$ cat config.mk
export PLATFORM = sky130hd
export DESIGN_NAME = instr_fetch_stage_flat
export DESIGN_NICKNAME = d
export VERILOG_FILES = /design/src/rtl/instr_fetch_stage_if.sv /design/src/rtl/instr_fetch_stage.sv /design/src/flat_wrapper.sv
export SDC_FILE = /design/constraint.sdc
export NUM_CORES = 1
export LEC_CHECK = 0
export ABC_AREA = 1
export CAP_MARGIN = 5
export CORE_MARGIN = 4
export CORE_UTILIZATION = 36
export DETAILED_ROUTE_END_ITERATION = 10
export PLACE_DENSITY_LB_ADDON = 0.05
export SYNTH_ARGS = -nofsm -noshare
export SYNTH_HDL_FRONTEND = slang
export SYNTH_SLANG_ARGS = --single-unit
$ cat constraint.sdc
create_clock -name CLK -period 5.9 [get_ports CLK]
set_input_delay 0.59 -clock CLK [delete_from_list [all_inputs] [get_ports CLK]]
set_output_delay 0.59 -clock CLK [all_outputs]
set_load 0.01 [all_outputs]
$ cat src/rtl/instr_fetch_stage_if.sv
// Instruction-memory fetch handshake between the IF stage (master) and imem (slave).
interface instr_fetch_stage_if;
    logic        Imem_Req;
    logic [31:0] Imem_Addr;
    logic        Imem_Ack;
    logic [31:0] Imem_Data;

    modport master (output Imem_Req, output Imem_Addr, input Imem_Ack, input Imem_Data);
    modport slave  (input Imem_Req, input Imem_Addr, output Imem_Ack, output Imem_Data);
endinterface

$ cat src/rtl/instr_fetch_stage.sv
// IF stage: PC ownership, single-outstanding imem fetch, prefetch queue, delivery to ID.
// Optional perf counters enabled by defining IF_PERF_CNT_EN.
module instr_fetch_stage #(
    parameter logic [31:0] RESET_PC = 32'h00400000,
    parameter int unsigned QDEPTH   = 4
) (
    input  logic                        CLK,
    input  logic                        RESET,
    input  logic [31:0]                 Alt_PC,
    input  logic                        Request_Alt_PC,
    input  logic                        WANT_FREEZE,
    instr_fetch_stage_if.master         imem,
    output logic [31:0]                 Instr1_OUT,
    output logic [31:0]                 Instr_PC_OUT,
    output logic [31:0]                 Instr_PC_Plus4_OUT,
    output logic                        Instr_Valid_OUT,
    output logic [31:0]                 Fetch_Count,
    output logic [31:0]                 Freeze_Count
);

    localparam int unsigned AW = $clog2(QDEPTH);
    localparam int unsigned PW = AW + 1;

    typedef enum logic {S_IDLE, S_REQ} state_t;

    state_t          state;
    logic [31:0]     pc;
    logic            discard;
    logic [PW-1:0]   wr_ptr;
    logic [PW-1:0]   rd_ptr;
    logic [31:0]     q_instr [QDEPTH];
    logic [31:0]     q_pc    [QDEPTH];

    logic            empty_c;
    logic            ack_c;
    logic            push_c;
    logic            pop_c;
    logic [PW-1:0]   count_c;
    logic [PW-1:0]   count_nxt_c;
    logic            room_c;
    logic [31:0]     alt_pc_c;
    logic [31:0]     pc_nxt_c;

    // Occupancy after this cycle's push/pop/flush decides whether another fetch fits.
    assign empty_c     = (wr_ptr == rd_ptr);
    assign count_c     = wr_ptr - rd_ptr;
    assign ack_c       = (state == S_REQ) && imem.Imem_Ack;
    assign push_c      = ack_c && !discard && !Request_Alt_PC;
    assign pop_c       = !Request_Alt_PC && !WANT_FREEZE && !empty_c;
    assign count_nxt_c = Request_Alt_PC ? '0 : (count_c + PW'(push_c) - PW'(pop_c));
    assign room_c      = (count_nxt_c < PW'(QDEPTH));
    assign alt_pc_c    = Alt_PC & ~32'd3;
    assign pc_nxt_c    = Request_Alt_PC ? alt_pc_c : (push_c ? pc + 32'd4 : pc);

    // Queue payload storage needs no reset; pointers gate what is visible.
    always_ff @(posedge CLK) begin
        if (push_c) begin
            q_instr[wr_ptr[AW-1:0]] <= imem.Imem_Data;
            q_pc[wr_ptr[AW-1:0]]    <= pc;
        end
    end

    always_ff @(posedge CLK) begin
        if (!RESET) begin
            state              <= S_IDLE;
            pc                 <= RESET_PC;
            discard            <= 1'b0;
            wr_ptr             <= '0;
            rd_ptr             <= '0;
            imem.Imem_Req      <= 1'b0;
            imem.Imem_Addr     <= RESET_PC;
            Instr1_OUT         <= '0;
            Instr_PC_OUT       <= '0;
            Instr_PC_Plus4_OUT <= 32'd4;
            Instr_Valid_OUT    <= 1'b0;
        end else begin
            pc <= pc_nxt_c;

            if (Request_Alt_PC) begin
                wr_ptr <= '0;
                rd_ptr <= '0;
            end else begin
                if (push_c) wr_ptr <= wr_ptr + PW'(1);
                if (pop_c)  rd_ptr <= rd_ptr + PW'(1);
            end

            // A redirected in-flight fetch keeps its address and is dropped on ack.
            case (state)
                S_IDLE: begin
                    if (!Request_Alt_PC && room_c) begin
                        state          <= S_REQ;
                        imem.Imem_Req  <= 1'b1;
                        imem.Imem_Addr <= pc_nxt_c;
                    end
                end
                S_REQ: begin
                    if (ack_c) begin
                        discard <= 1'b0;
                        if (!Request_Alt_PC && room_c) begin
                            imem.Imem_Addr <= pc_nxt_c;
                        end else begin
                            state         <= S_IDLE;
                            imem.Imem_Req <= 1'b0;
                        end
                    end else if (Request_Alt_PC) begin
                        discard <= 1'b1;
                    end
                end
                default: begin
                    state         <= S_IDLE;
                    imem.Imem_Req <= 1'b0;
                end
            endcase

            if (Request_Alt_PC) begin
                Instr1_OUT      <= '0;
                Instr_Valid_OUT <= 1'b0;
            end else if (!WANT_FREEZE) begin
                if (pop_c) begin
                    Instr1_OUT         <= q_instr[rd_ptr[AW-1:0]];
                    Instr_PC_OUT       <= q_pc[rd_ptr[AW-1:0]];
                    Instr_PC_Plus4_OUT <= q_pc[rd_ptr[AW-1:0]] + 32'd4;
                    Instr_Valid_OUT    <= 1'b1;
                end else begin
                    Instr1_OUT      <= '0;
                    Instr_Valid_OUT <= 1'b0;
                end
            end
        end
    end

`ifdef IF_PERF_CNT_EN
    always_ff @(posedge CLK) begin
        if (!RESET) begin
            Fetch_Count  <= '0;
            Freeze_Count <= '0;
        end else begin
            if (pop_c)       Fetch_Count  <= Fetch_Count + 32'd1;
            if (WANT_FREEZE) Freeze_Count <= Freeze_Count + 32'd1;
        end
    end
`else
    assign Fetch_Count  = 32'd0;
    assign Freeze_Count = 32'd0;
`endif

endmodule

$ cat src/flat_wrapper.sv
// flat-port wrapper written by rule: the top's interface ports become plain ports
module instr_fetch_stage_flat 
#(
    parameter logic [31:0] RESET_PC = 32'h00400000,
    parameter int unsigned QDEPTH   = 4
)
  (CLK, RESET, Alt_PC, Request_Alt_PC, WANT_FREEZE, Instr1_OUT, Instr_PC_OUT, Instr_PC_Plus4_OUT, Instr_Valid_OUT, Fetch_Count, Freeze_Count, imem_Imem_Req, imem_Imem_Addr, imem_Imem_Ack, imem_Imem_Data);
  instr_fetch_stage_if imem_i ();
  input  logic CLK;
  input  logic RESET;
  input  logic [31:0] Alt_PC;
  input  logic Request_Alt_PC;
  input  logic WANT_FREEZE;
  output logic [31:0] Instr1_OUT;
  output logic [31:0] Instr_PC_OUT;
  output logic [31:0] Instr_PC_Plus4_OUT;
  output logic Instr_Valid_OUT;
  output logic [31:0] Fetch_Count;
  output logic [31:0] Freeze_Count;
  output wire logic [$bits(imem_i.Imem_Req)-1:0] imem_Imem_Req;
  output wire logic [$bits(imem_i.Imem_Addr)-1:0] imem_Imem_Addr;
  input wire logic [$bits(imem_i.Imem_Ack)-1:0] imem_Imem_Ack;
  input wire logic [$bits(imem_i.Imem_Data)-1:0] imem_Imem_Data;
  assign imem_Imem_Req = imem_i.Imem_Req;
  assign imem_Imem_Addr = imem_i.Imem_Addr;
  assign imem_i.Imem_Ack = imem_Imem_Ack;
  assign imem_i.Imem_Data = imem_Imem_Data;
  instr_fetch_stage #(.RESET_PC(RESET_PC), .QDEPTH(QDEPTH)) u_core (.CLK(CLK), .RESET(RESET), .Alt_PC(Alt_PC), .Request_Alt_PC(Request_Alt_PC), .WANT_FREEZE(WANT_FREEZE), .imem(imem_i), .Instr1_OUT(Instr1_OUT), .Instr_PC_OUT(Instr_PC_OUT), .Instr_PC_Plus4_OUT(Instr_PC_Plus4_OUT), .Instr_Valid_OUT(Instr_Valid_OUT), .Fetch_Count(Fetch_Count), .Freeze_Count(Freeze_Count));
endmodule
==> impl_metrics.py <==
metrics = {
    "grt": {
        "antenna_found_initial": 1,
        "grt_overflow_total": 0,
        "grt_util_all_layers_pct": 17.80,
        "grt_max_degree": 86,
        "grt_pass1_wl_um": 74940,
        "grt_pass1_vias": 12770,
    },
    "finish": {
        "design_area_um2": 22000,
        "fin_cells": 2797,
        "final_nets": 2173,
        "regArea_um2": 11100,
        "multi_input_area_um2": 5922,
        "nFillCells": 4808,
        "syn_to_final_growth_pct": 21.66,
        "diodes": 0,
        "most-common-layout-cells": "nand2_1, edfxtp_1, nor2_1, clkdlybuf4s50_1, dfxtp_1",
        "final_common_cell": "nand2_1",
        "drive_gt1_share_pct": 7.220,
    },
    "floorplan": {
        "coreArea_um2": 49250,
        "rows": 81,
        "fp.dieH_um": 232.1,
        "initial_utilization_pct": 36.72,
        "die_area_um2": 53890,
        "die_x_um": 232.1,
        "num_io_pins": 263,
    },
    "worst_setup_path": {
        "r2r_start": "u_core.state$_SDFF_PN0_",
        "worstSetupEndpointType": "flip-flop",
        "worst_setup_path_start_kind": "input pin",
        "critPathTopFamily": "buffers and inverters",
        "cpPeakStageDelay_ps": 710,
        "worstPathRequired_ps": 6410,
        "crit_top_cell": "nor2_1",
        "crit_buf_inv": 5,
        "worstPathArrival_ps": 4330,
        "worst_path_max_delay_cell": "inv_1",
        "crit_chain": "clkdlybuf4s50_1 -> clkinv_1 -> nand2_2 -> clkinv_2 -> fa_1 -> inv_1 -> fa_1 -> nor2_1 -> nand2_1 -> nand4_1 -> nand2_1 -> inv_1 -> nor2_1 -> nor2_1",
        "crit_start": "Request_Alt_PC",
        "rr_worst_depth": 14,
        "regToRegSetupSlack_ps": 2220,
        "worstReg2RegEnd": "u_core.imem.Imem_Addr[0]$_SDFFE_PN0P_",
        "path_class": "input pin to flip-flop",
        "crit_fanout": 31,
    },
    "logic_synthesis": {
        "synth-edff-count": 256,
        "yosysWarnings": 0,
        "netlist_instances": 1924,
        "post-synth-top-area-cell": "edfxtp_1",
        "synthArstFlopShare_pct": 0,
        "ys_types": 42,
        "synth_top_area_share_pct": 42.50,
        "synth.area.top_cells": "edfxtp_1, dfxtp_1, nand2_1",
        "netlist_area_um2": 18090,
        "ys_ff_latch": 426,
        "seq_area_frac_synth_pct": 61.32,
        "avgSynthCellArea_um2": 9.400,
        "dominantRegCellSynth": "edfxtp_1",
    },
    "timing": {
        "setup_violations": 0,
        "finalHoldViolations": 0,
        "relSlewSlack_pct": 27.20,
        "fmax_mhz": 261.4,
        "skew_ps": 19.97,
        "post-route-period-util_pct": 64.83,
        "fin_setup_tns_ps": 0,
        "worstMarginPinSlew_ps": 1092,
        "period_needed_ps": 3825,
        "rsz0062_at_grt": "no",
        "finalMaxSlewViolations": 0,
    },
    "drt": {
        "wl_met3_um": 2300,
        "first_pass_iters": 5,
        "routed_wirelength_um": 48740,
        "drc": 0,
        "wl_met1_um": 23760,
        "top_layer": "met4",
        "first_iter_violations": 706,
        "met2_length_um": 21730,
        "routedWlPerCell_um": 17.42,
        "postRouteAntennaNets": 0,
        "vias_per_cell": 4.678,
        "vias": 13080,
    },
    "power_and_ir_drop": {
        "switching_power_mw": 1.430,
        "p_clk_share_pct": 45.6,
        "leakage_nw": 8.233,
        "ir_worst_vdd_v": 0.0001692,
        "power_density_nw_per_um2": 299.1,
        "seqPwrFrac_pct": 49.5,
        "power_frac_comb_pct": 4.9,
        "internal_power_mw": 5.151,
        "switching_share_pct": 21.73,
    },
    "clock_tree": {
        "clkTransAtPathRegs_ps": 60,
        "cts_tree": "built",
        "post-cts-setup-buffers": 0,
        "holdBufCountCts": 0,
        "clock_path_buffers": 3,
        "ctsHtreeMaxLevel": 2,
        "cts-root-buf": "clkbuf_16",
        "clk_latency_ps": 590,
        "cts_buffers": 47,
        "cts-resized-gates": 0,
        "cts.sinks": 426,
    },
    "min_path": {
        "whs_path_depth": 2,
        "hold_class": "flip-flop to flip-flop",
        "hold_start": "u_core.imem.Imem_Addr[30]$_SDFFE_PN0P_",
        "min_delay_worst_endpoint": "u_core.imem.Imem_Addr[30]$_SDFFE_PN0P_",
    },
    "placed_design": {
        "io_buffers": 196,
        "place_congestion": 0.8727,
        "dp.cells": 2709,
        "place_area_um2": 20400,
        "dp_hpwl_um": 31200,
    },
    "flow_run": {
        "drv_cap": 0,
    },
    "status": {
        "outcome": "complete, no violations",
    },
}
-- final cells by class --
class                           count  area share [%]
Timing Repair Buffer              213           9.644
Clock inverter                     22           1.137
Sequential cell                   426           50.43
Inverter                          113           1.956
Tap cell                          664           3.776
Clock buffer                       66           6.147
Multi-Input combinational cell   1293           26.91
-- state kept, by name (all words and copies together), names as in the netlist, named ones only --
register	count
u_core.q_instr	128
u_core.Instr_Valid_OUT	1
u_core.Instr_PC_OUT	30
u_core.q_pc	128
u_core.discard	1
u_core.pc	32
u_core.wr_ptr	3
u_core.Instr_PC_Plus4_OUT	32
u_core.imem.Imem_Addr	32
u_core.rd_ptr	3
u_core.Instr1_OUT	32
u_core.imem.Imem_Req	1
u_core.state	1
-- power by group through the flow --
stage	combinational [mW]	sequential (mW)	clock (mW)
after floorplan	0.192	3.31	0
after global placement	0.324	3.32	0
after detailed placement	0.326	3.32	0
after CTS	0.327	3.26	3.09
after global routing	0.361	3.26	3.21
final	0.324	3.26	3.00
-- worst max-delay path by stage --
stage	end	slack, ps	cells after the start
2_1_floorplan	u_core.q_instr[0][0]$_DFFE_PP_	1630	5
3_3_place_gp	u_core.imem.Imem_Addr[16]$_SDFFE_PN0P_	1490	14
3_5_place_dp	u_core.imem.Imem_Addr[19]$_SDFFE_PN0P_	1430	14
4_1_cts	u_core.imem.Imem_Addr[0]$_SDFFE_PN0P_	2020	14
5_1_grt	u_core.imem.Imem_Addr[19]$_SDFFE_PN0P_	1790	14
6_report	u_core.imem.Imem_Addr[0]$_SDFFE_PN0P_	2080	14
-- kinds of logic (layout without fill, tap and decap cells) --
logic type                 count (synthesis)  count (layout)  share of synthesized area, %
adders and majority gates                 10              10                        0.7748
and+or+nand+nor                          905             905                         20.59
buffers and inverters                    268             414                         7.409
AOI/OAI and AO/OA                        281             281                         8.212
muxes                                      5               5                        0.2767
DFF                                      426             426                         61.32
other                                      1              64                       0.02073
xor gates and xnor gates                  28              28                         1.397
-- stage by stage --
| stage | hold WS, ps | power (mW) | setup slack, ps | util, % |
|---|---|---|---|---|
| floorplan | 458.5 | 3.501 | 1633 | - |
| global placement | 447.4 | 3.641 | 1494 | 41.42 |
| detailed placement | 445.2 | 3.644 | 1432 | 41.42 |
| CTS | 457.5 | 6.670 | 2022 | 44.67 |
| global route | 476.0 | 6.830 | 1785 | 44.67 |
| finish | 454.0 | 6.581 | 2075 | 44.67 |
-- layer usage --
layer	up-vias	track usage (%)
li1	6616	-
met1	6109	25.64
met2	299	27.90
met3	59	3.386
met4	0	4.203
met5	-	0
-- synth_stat cells (13+ instances only) --
| master | count |
|---|---|
| nand2_1 | 501 |
| edfxtp_1 | 256 |
| nor2_1 | 227 |
| dfxtp_1 | 170 |
| o21ai_0 | 145 |
| nand3_1 | 115 |
| inv_1 | 92 |
| a21oi_1 | 81 |
| buf_4 | 69 |
| clkbuf_1 | 49 |
| o22ai_1 | 32 |
| buf_2 | 29 |
| inv_2 | 18 |
| xor2_1 | 17 |
| or2_2 | 13 |
-- tightest hold or removal path, stage by stage, from the launching register on --
cell,delay [ps]
dfxtp_1,310
nand2_1,60
nand2_1,50
No activity file was read; power rests on OpenSTA's default activity.
